$ cat config.mk
export PLATFORM = sky130hd
export DESIGN_NAME = multicycle_ctrl
export DESIGN_NICKNAME = d
export VERILOG_FILES = /design/src/rtl/mc_pkg.sv /design/src/rtl/mc_decode.sv /design/src/rtl/multicycle_ctrl.sv
export SDC_FILE = /design/constraint.sdc
export NUM_CORES = 1
export LEC_CHECK = 0
export BUFFER_PORTS_ARGS = -buffer_cell sky130_fd_sc_hd__buf_2
export CAP_MARGIN = 15
export CORE_AREA = 5 5 46 48
export CTS_CLUSTER_DIAMETER = 80
export DETAILED_ROUTE_END_ITERATION = 10
export DIE_AREA = 0 0 51 53
export GPL_TIMING_DRIVEN = 0
export PLACE_DENSITY = 0.86
export SLEW_MARGIN = 10
export SYNTH_ARGS = -nofsm -noshare
export SYNTH_HDL_FRONTEND = slang
export SYNTH_SLANG_ARGS = --single-unit
$ cat constraint.sdc
create_clock -name clk -period 3.6 [get_ports clk]
set_input_delay 0.72 -clock clk [delete_from_list [all_inputs] [get_ports clk]]
set_output_delay 0.72 -clock clk [all_outputs]
set_load 0.01 [all_outputs]
$ cat src/rtl/mc_pkg.sv
// mc_pkg: shared states, instruction classes, opcodes and datapath select encodings
package mc_pkg;
  typedef enum logic [2:0] {FETCH, DECODE, EXEC, MEM, ALU_WB, LOAD_WB, HALT} state_t;
  typedef enum logic [3:0] {C_ADDU, C_SUBU, C_JR, C_ORI, C_LUI, C_LW, C_SW, C_BEQ, C_J, C_JAL, C_NOP} iclass_t;
  localparam logic [5:0] OP_RTYPE = 6'h00;
  localparam logic [5:0] OP_J     = 6'h02;
  localparam logic [5:0] OP_JAL   = 6'h03;
  localparam logic [5:0] OP_BEQ   = 6'h04;
  localparam logic [5:0] OP_ORI   = 6'h0D;
  localparam logic [5:0] OP_LUI   = 6'h0F;
  localparam logic [5:0] OP_LW    = 6'h23;
  localparam logic [5:0] OP_SW    = 6'h2B;
  localparam logic [5:0] FN_JR    = 6'h08;
  localparam logic [5:0] FN_ADDU  = 6'h21;
  localparam logic [5:0] FN_SUBU  = 6'h23;
  localparam logic [1:0] PC_PLUS4 = 2'b00;
  localparam logic [1:0] PC_BR    = 2'b01;
  localparam logic [1:0] PC_JUMP  = 2'b10;
  localparam logic [1:0] PC_RS    = 2'b11;
  localparam logic [1:0] RD_RT    = 2'b00;
  localparam logic [1:0] RD_RD    = 2'b01;
  localparam logic [1:0] RD_RA    = 2'b10;
  localparam logic [1:0] DR_ALU   = 2'b00;
  localparam logic [1:0] DR_DM    = 2'b01;
  localparam logic [1:0] DR_PC4   = 2'b10;
  localparam logic [4:0] ALU_ADD  = 5'd0;
  localparam logic [4:0] ALU_SUB  = 5'd1;
  localparam logic [4:0] ALU_OR   = 5'd2;
  localparam logic [4:0] ALU_LUI  = 5'd3;
endpackage

$ cat src/rtl/mc_decode.sv
// mc_decode: classifies the latched opcode/funct into an instruction class
module mc_decode
  import mc_pkg::*;
(
  input  logic [5:0] i_op,
  input  logic [5:0] i_funct,
  output iclass_t    o_cls,
  output logic       o_illegal
);
  always_comb begin
    o_cls = C_NOP;
    case (i_op)
      OP_RTYPE: o_cls = i_funct == FN_ADDU ? C_ADDU :
                        i_funct == FN_SUBU ? C_SUBU :
                        i_funct == FN_JR   ? C_JR   : C_NOP;
      OP_J:     o_cls = C_J;
      OP_JAL:   o_cls = C_JAL;
      OP_BEQ:   o_cls = C_BEQ;
      OP_ORI:   o_cls = C_ORI;
      OP_LUI:   o_cls = C_LUI;
      OP_LW:    o_cls = C_LW;
      OP_SW:    o_cls = C_SW;
      default:  o_cls = C_NOP;
    endcase
    o_illegal = o_cls == C_NOP;
  end
endmodule

$ cat src/rtl/multicycle_ctrl.sv
// multicycle_ctrl: Moore FSM stepping each MIPS instruction through fetch..write-back
module multicycle_ctrl
  import mc_pkg::*;
#(
  parameter int HALT_ON_ILLEGAL = 1
) (
  input  logic       clk,
  input  logic       reset,
  input  logic [5:0] op,
  input  logic [5:0] funct,
  input  logic       zero,
  input  logic       mem_ready,
  output logic       pc_we,
  output logic       ir_we,
  output logic [1:0] pc_sel,
  output logic [1:0] reg_dst,
  output logic [1:0] data_to_reg,
  output logic       reg_write,
  output logic       alu_src,
  output logic       ext_op,
  output logic [4:0] alu_ctr,
  output logic       mem_read,
  output logic       mem_write,
  output logic       instr_done,
  output logic       halted
);
  state_t  r_state, w_next;
  iclass_t w_cls;
  logic    w_ill;

  mc_decode u_dec (.i_op(op), .i_funct(funct), .o_cls(w_cls), .o_illegal(w_ill));

  always_ff @(posedge clk)
    r_state <= reset ? FETCH : w_next;

  always_comb begin
    w_next      = r_state;
    pc_we       = 1'b0;
    ir_we       = 1'b0;
    pc_sel      = PC_PLUS4;
    reg_dst     = RD_RT;
    data_to_reg = DR_ALU;
    reg_write   = 1'b0;
    alu_src     = 1'b0;
    ext_op      = 1'b0;
    alu_ctr     = ALU_ADD;
    mem_read    = 1'b0;
    mem_write   = 1'b0;
    instr_done  = 1'b0;
    halted      = 1'b0;
    case (r_state)
      FETCH: begin
        ir_we  = 1'b1;
        pc_we  = 1'b1;
        w_next = DECODE;
      end
      DECODE: begin
        if (w_cls == C_J || w_cls == C_JAL) begin
          pc_we       = 1'b1;
          pc_sel      = PC_JUMP;
          instr_done  = 1'b1;
          reg_write   = w_cls == C_JAL;
          reg_dst     = w_cls == C_JAL ? RD_RA : RD_RT;
          data_to_reg = w_cls == C_JAL ? DR_PC4 : DR_ALU;
          w_next      = FETCH;
        end else if (w_ill) begin
          instr_done = HALT_ON_ILLEGAL == 0;
          w_next     = HALT_ON_ILLEGAL != 0 ? HALT : FETCH;
        end else
          w_next = EXEC;
      end
      EXEC: begin
        case (w_cls)
          C_ADDU, C_SUBU: begin
            alu_ctr = w_cls == C_SUBU ? ALU_SUB : ALU_ADD;
            w_next  = ALU_WB;
          end
          C_ORI, C_LUI: begin
            alu_src = 1'b1;
            alu_ctr = w_cls == C_LUI ? ALU_LUI : ALU_OR;
            w_next  = ALU_WB;
          end
          C_LW, C_SW: begin
            alu_src = 1'b1;
            ext_op  = 1'b1;
            w_next  = MEM;
          end
          C_BEQ: begin
            alu_ctr    = ALU_SUB;
            pc_sel     = PC_BR;
            pc_we      = zero;
            instr_done = 1'b1;
            w_next     = FETCH;
          end
          C_JR: begin
            pc_sel     = PC_RS;
            pc_we      = 1'b1;
            instr_done = 1'b1;
            w_next     = FETCH;
          end
          default: w_next = FETCH;
        endcase
      end
      MEM: begin
        mem_read   = w_cls == C_LW;
        mem_write  = w_cls == C_SW;
        instr_done = mem_ready && w_cls == C_SW;
        w_next     = !mem_ready ? MEM : w_cls == C_LW ? LOAD_WB : FETCH;
      end
      ALU_WB: begin
        reg_write  = 1'b1;
        reg_dst    = (w_cls == C_ADDU || w_cls == C_SUBU) ? RD_RD : RD_RT;
        instr_done = 1'b1;
        w_next     = FETCH;
      end
      LOAD_WB: begin
        reg_write   = 1'b1;
        data_to_reg = DR_DM;
        instr_done  = 1'b1;
        w_next      = FETCH;
      end
      HALT: halted = 1'b1;
      default: w_next = FETCH;
    endcase
    // the reset cycle must never leak an enable, whatever state is being aborted
    if (reset) begin
      pc_we       = 1'b0;
      ir_we       = 1'b0;
      pc_sel      = PC_PLUS4;
      reg_dst     = RD_RT;
      data_to_reg = DR_ALU;
      reg_write   = 1'b0;
      alu_src     = 1'b0;
      ext_op      = 1'b0;
      alu_ctr     = ALU_ADD;
      mem_read    = 1'b0;
      mem_write   = 1'b0;
      instr_done  = 1'b0;
      halted      = 1'b0;
    end
  end
endmodule

==> impl_metrics.py <==
metrics = {
    "placement": {
        "gp_congestion": 0.944,
        "hpwl_um": 1700,
        "io_buffers": 31,
    },
    "global_routing": {
        "grt.total_usage_pct": 16.0,
        "grt_pass1_wl_um": 3440,
        "grt_overflow_total": 0,
        "grt_max_degree": 11,
        "antenna_found_initial": 0,
        "grt_pass1_vias": 839,
    },
    "floorplan": {
        "coreArea_um2": 1670,
        "num_rows": 15,
        "initial_core_util_pct": 41.6,
        "die-area_um2": 2700,
        "ios": 36,
        "fp.dieW_um": 51,
        "die_h_um": 53,
    },
    "cells_and_area": {
        "final_common_cell": "buf_2",
        "regMostFlops": "r_state",
        "largest_reg_flops": 3,
        "fin_nets": 161,
        "multiInputGateArea_um2": 558,
        "diodes": 0,
        "mostFrequentLayoutCells": "buf_2, nor2_1, nor3_1, a21oi_1, nand2_1",
        "area_growth_pct": 30.2,
        "drive_gt1_share_pct": 33.3,
        "seq_area_um2": 60.1,
        "fillCellCount": 183,
        "reg_top3": "r_state: 3 flops",
    },
    "power": {
        "cellLeakagePower_nw": 0.416,
        "power_density_nw_per_um2": 218,
        "ir_drop_mv": 0.0851,
    },
    "timing": {
        "hold_viol": 0,
        "fin_hold_ws_ps": 687,
        "final-setup-viol-count": 0,
        "fin_skew_ps": 0.203,
        "rsz0062_at_grt": "false",
        "fin_crit_sh_pct": 91.4,
        "drv_slew": 0,
        "max_freq_mhz": 304,
        "period_needed_ps": 3290,
        "worst_pin_slew_ps": 690,
        "final.setup.tns_ps": 0,
        "slew_headroom_pct": 53.6,
    },
    "min_path": {
        "hold_start": "r_state[1]$_SDFFE_PP0P_",
        "hp-class": "reg2reg",
        "hold_path_depth": 3,
        "min_to": "r_state[1]$_SDFFE_PP0P_",
    },
    "detailed_routing": {
        "route.met2.wl_um": 1100,
        "firstDrtPassIters": 4,
        "top_layer": "met4",
        "vias_per_cell": 6.00,
        "drc_errors": 0,
        "num_vias": 966,
        "drtIter0Drc": 20,
        "met3WireLength_um": 128,
        "routed_wl_um": 2130,
        "ant_nets": 0,
        "wire_per_inst_um": 13.2,
        "met1_length_um": 883,
    },
    "yosys": {
        "ys_types": 44,
        "yosysWarnings": 0,
        "synth-edff-count": 0,
        "syn_avg_cell_area_um2": 6.50,
        "seq_area_frac_synth_pct": 8.63,
        "synth-main-ff-cell": "dfxtp_1",
        "async_reset_ff_share_pct": 0,
        "ys_seq_elements": 3,
        "syn_area_um2": 696,
        "synthCells": 107,
    },
    "setup_path": {
        "reg2reg_depth": 6,
        "worstPathMaxFanout": 6,
        "r2r_slack_ps": 1890,
        "worstSetupEndpointType": "output port",
        "timing.rr.end": "r_state[2]$_SDFFE_PP0P_",
        "critPathKind": "in2out",
        "regToRegStartpoint": "r_state[2]$_SDFFE_PP0P_",
        "critPathLaunchType": "input port",
        "crit_arrival_ps": 2570,
        "cp.required_ps": 2880,
    },
    "clocking": {
        "cts_num_sinks": 3,
        "clockRootBuffer": "clkbuf_4",
        "htreeDepth": 1,
        "ctsResizeCount": 0,
        "clk_pin_slew_ps": 40,
        "cts_hold_buffers": 0,
        "cts_buffers": 3,
        "cts_setup_buffers": 0,
        "clkLatencyLatePin_ps": 240,
        "cts_tree": "yes",
        "cts_max_path_buffers": 2,
    },
    "status": {
        "status": "finished clean",
    },
    "job": {
        "cap_violations": 0,
    },
}
-- through the flow --
stage	setup WS, ps	total power, mW	std cells	area (um2)	util, %
final	310	0.198	161	906	54.2
after global routing	210	0.210	161	906	54.2
after CTS	314	0.197	161	906	54.2
after detailed placement	326	0.136	157	880	52.7
after global placement	334	0.132	157	880	52.7
after floorplan	502	0.106	109	703	-
-- synthesized netlist by cell type (all sizes together) (4+ instances only) --
cell	count	share of area, %
nor2	14	7.9
a21oi	8	5.8
nand3	4	2.9
inv	4	2.2
nor3	8	5.8
buf	7	7.9
a211o	4	5.0
clkbuf	4	2.2
nand2	6	3.2
-- metal layers --
metal / vias to the layer above / track usage (%)
met5: - / 0
met4: 0 / 5.83
met3: 2 / 1.13
met2: 35 / 30.3
met1: 449 / 18.7
li1: 480 / -
-- cell type report --
type	count	share of cell area, %
clock buffer	4	2.90
tap	17	2.35
timing repair buffer	31	17.1
inverter	4	1.66
buffer	11	7.73
sequential	3	6.63
multi-input combinational	91	61.6
-- cell families (layout without fill, tap and decap cells) --
family | after synthesis | in the layout | share of synthesized area [%]
AOI/OAI and AO/OA | 28 | 28 | 28.4
xor gates and xnor gates | 1 | 1 | 1.26
buffers and inverters | 15 | 50 | 12.2
DFF | 3 | 3 | 8.63
other | 1 | 3 | 0.539
and+or+nand+nor | 59 | 59 | 48.9
-- worst max path at each step --
stage                from  slack (ps)    endpoint  cells past startpoint
global route        op[3]         210  instr_done                      8
CTS                 op[3]         310  instr_done                      8
floorplan           op[4]         500  instr_done                      7
finish              op[3]         310  instr_done                      8
detailed placement  op[3]         330  instr_done                      8
global placement    op[3]         330  instr_done                      8
-- power by group --
part / switching [mW] / internal (mW)
registers: 0.00515 / 0.0380
clock network: 0.0194 / 0.0417
logic: 0.0542 / 0.0395
-- worst max-delay path: stages --
cell	delay [ps]
buf_2	130
or3_4	410
or3_1	310
o211a_1	230
a211oi_1	250
nand3_1	180
a31oi_1	190
buf_2	150
Note: power is estimated with default switching activity, not from simulation.
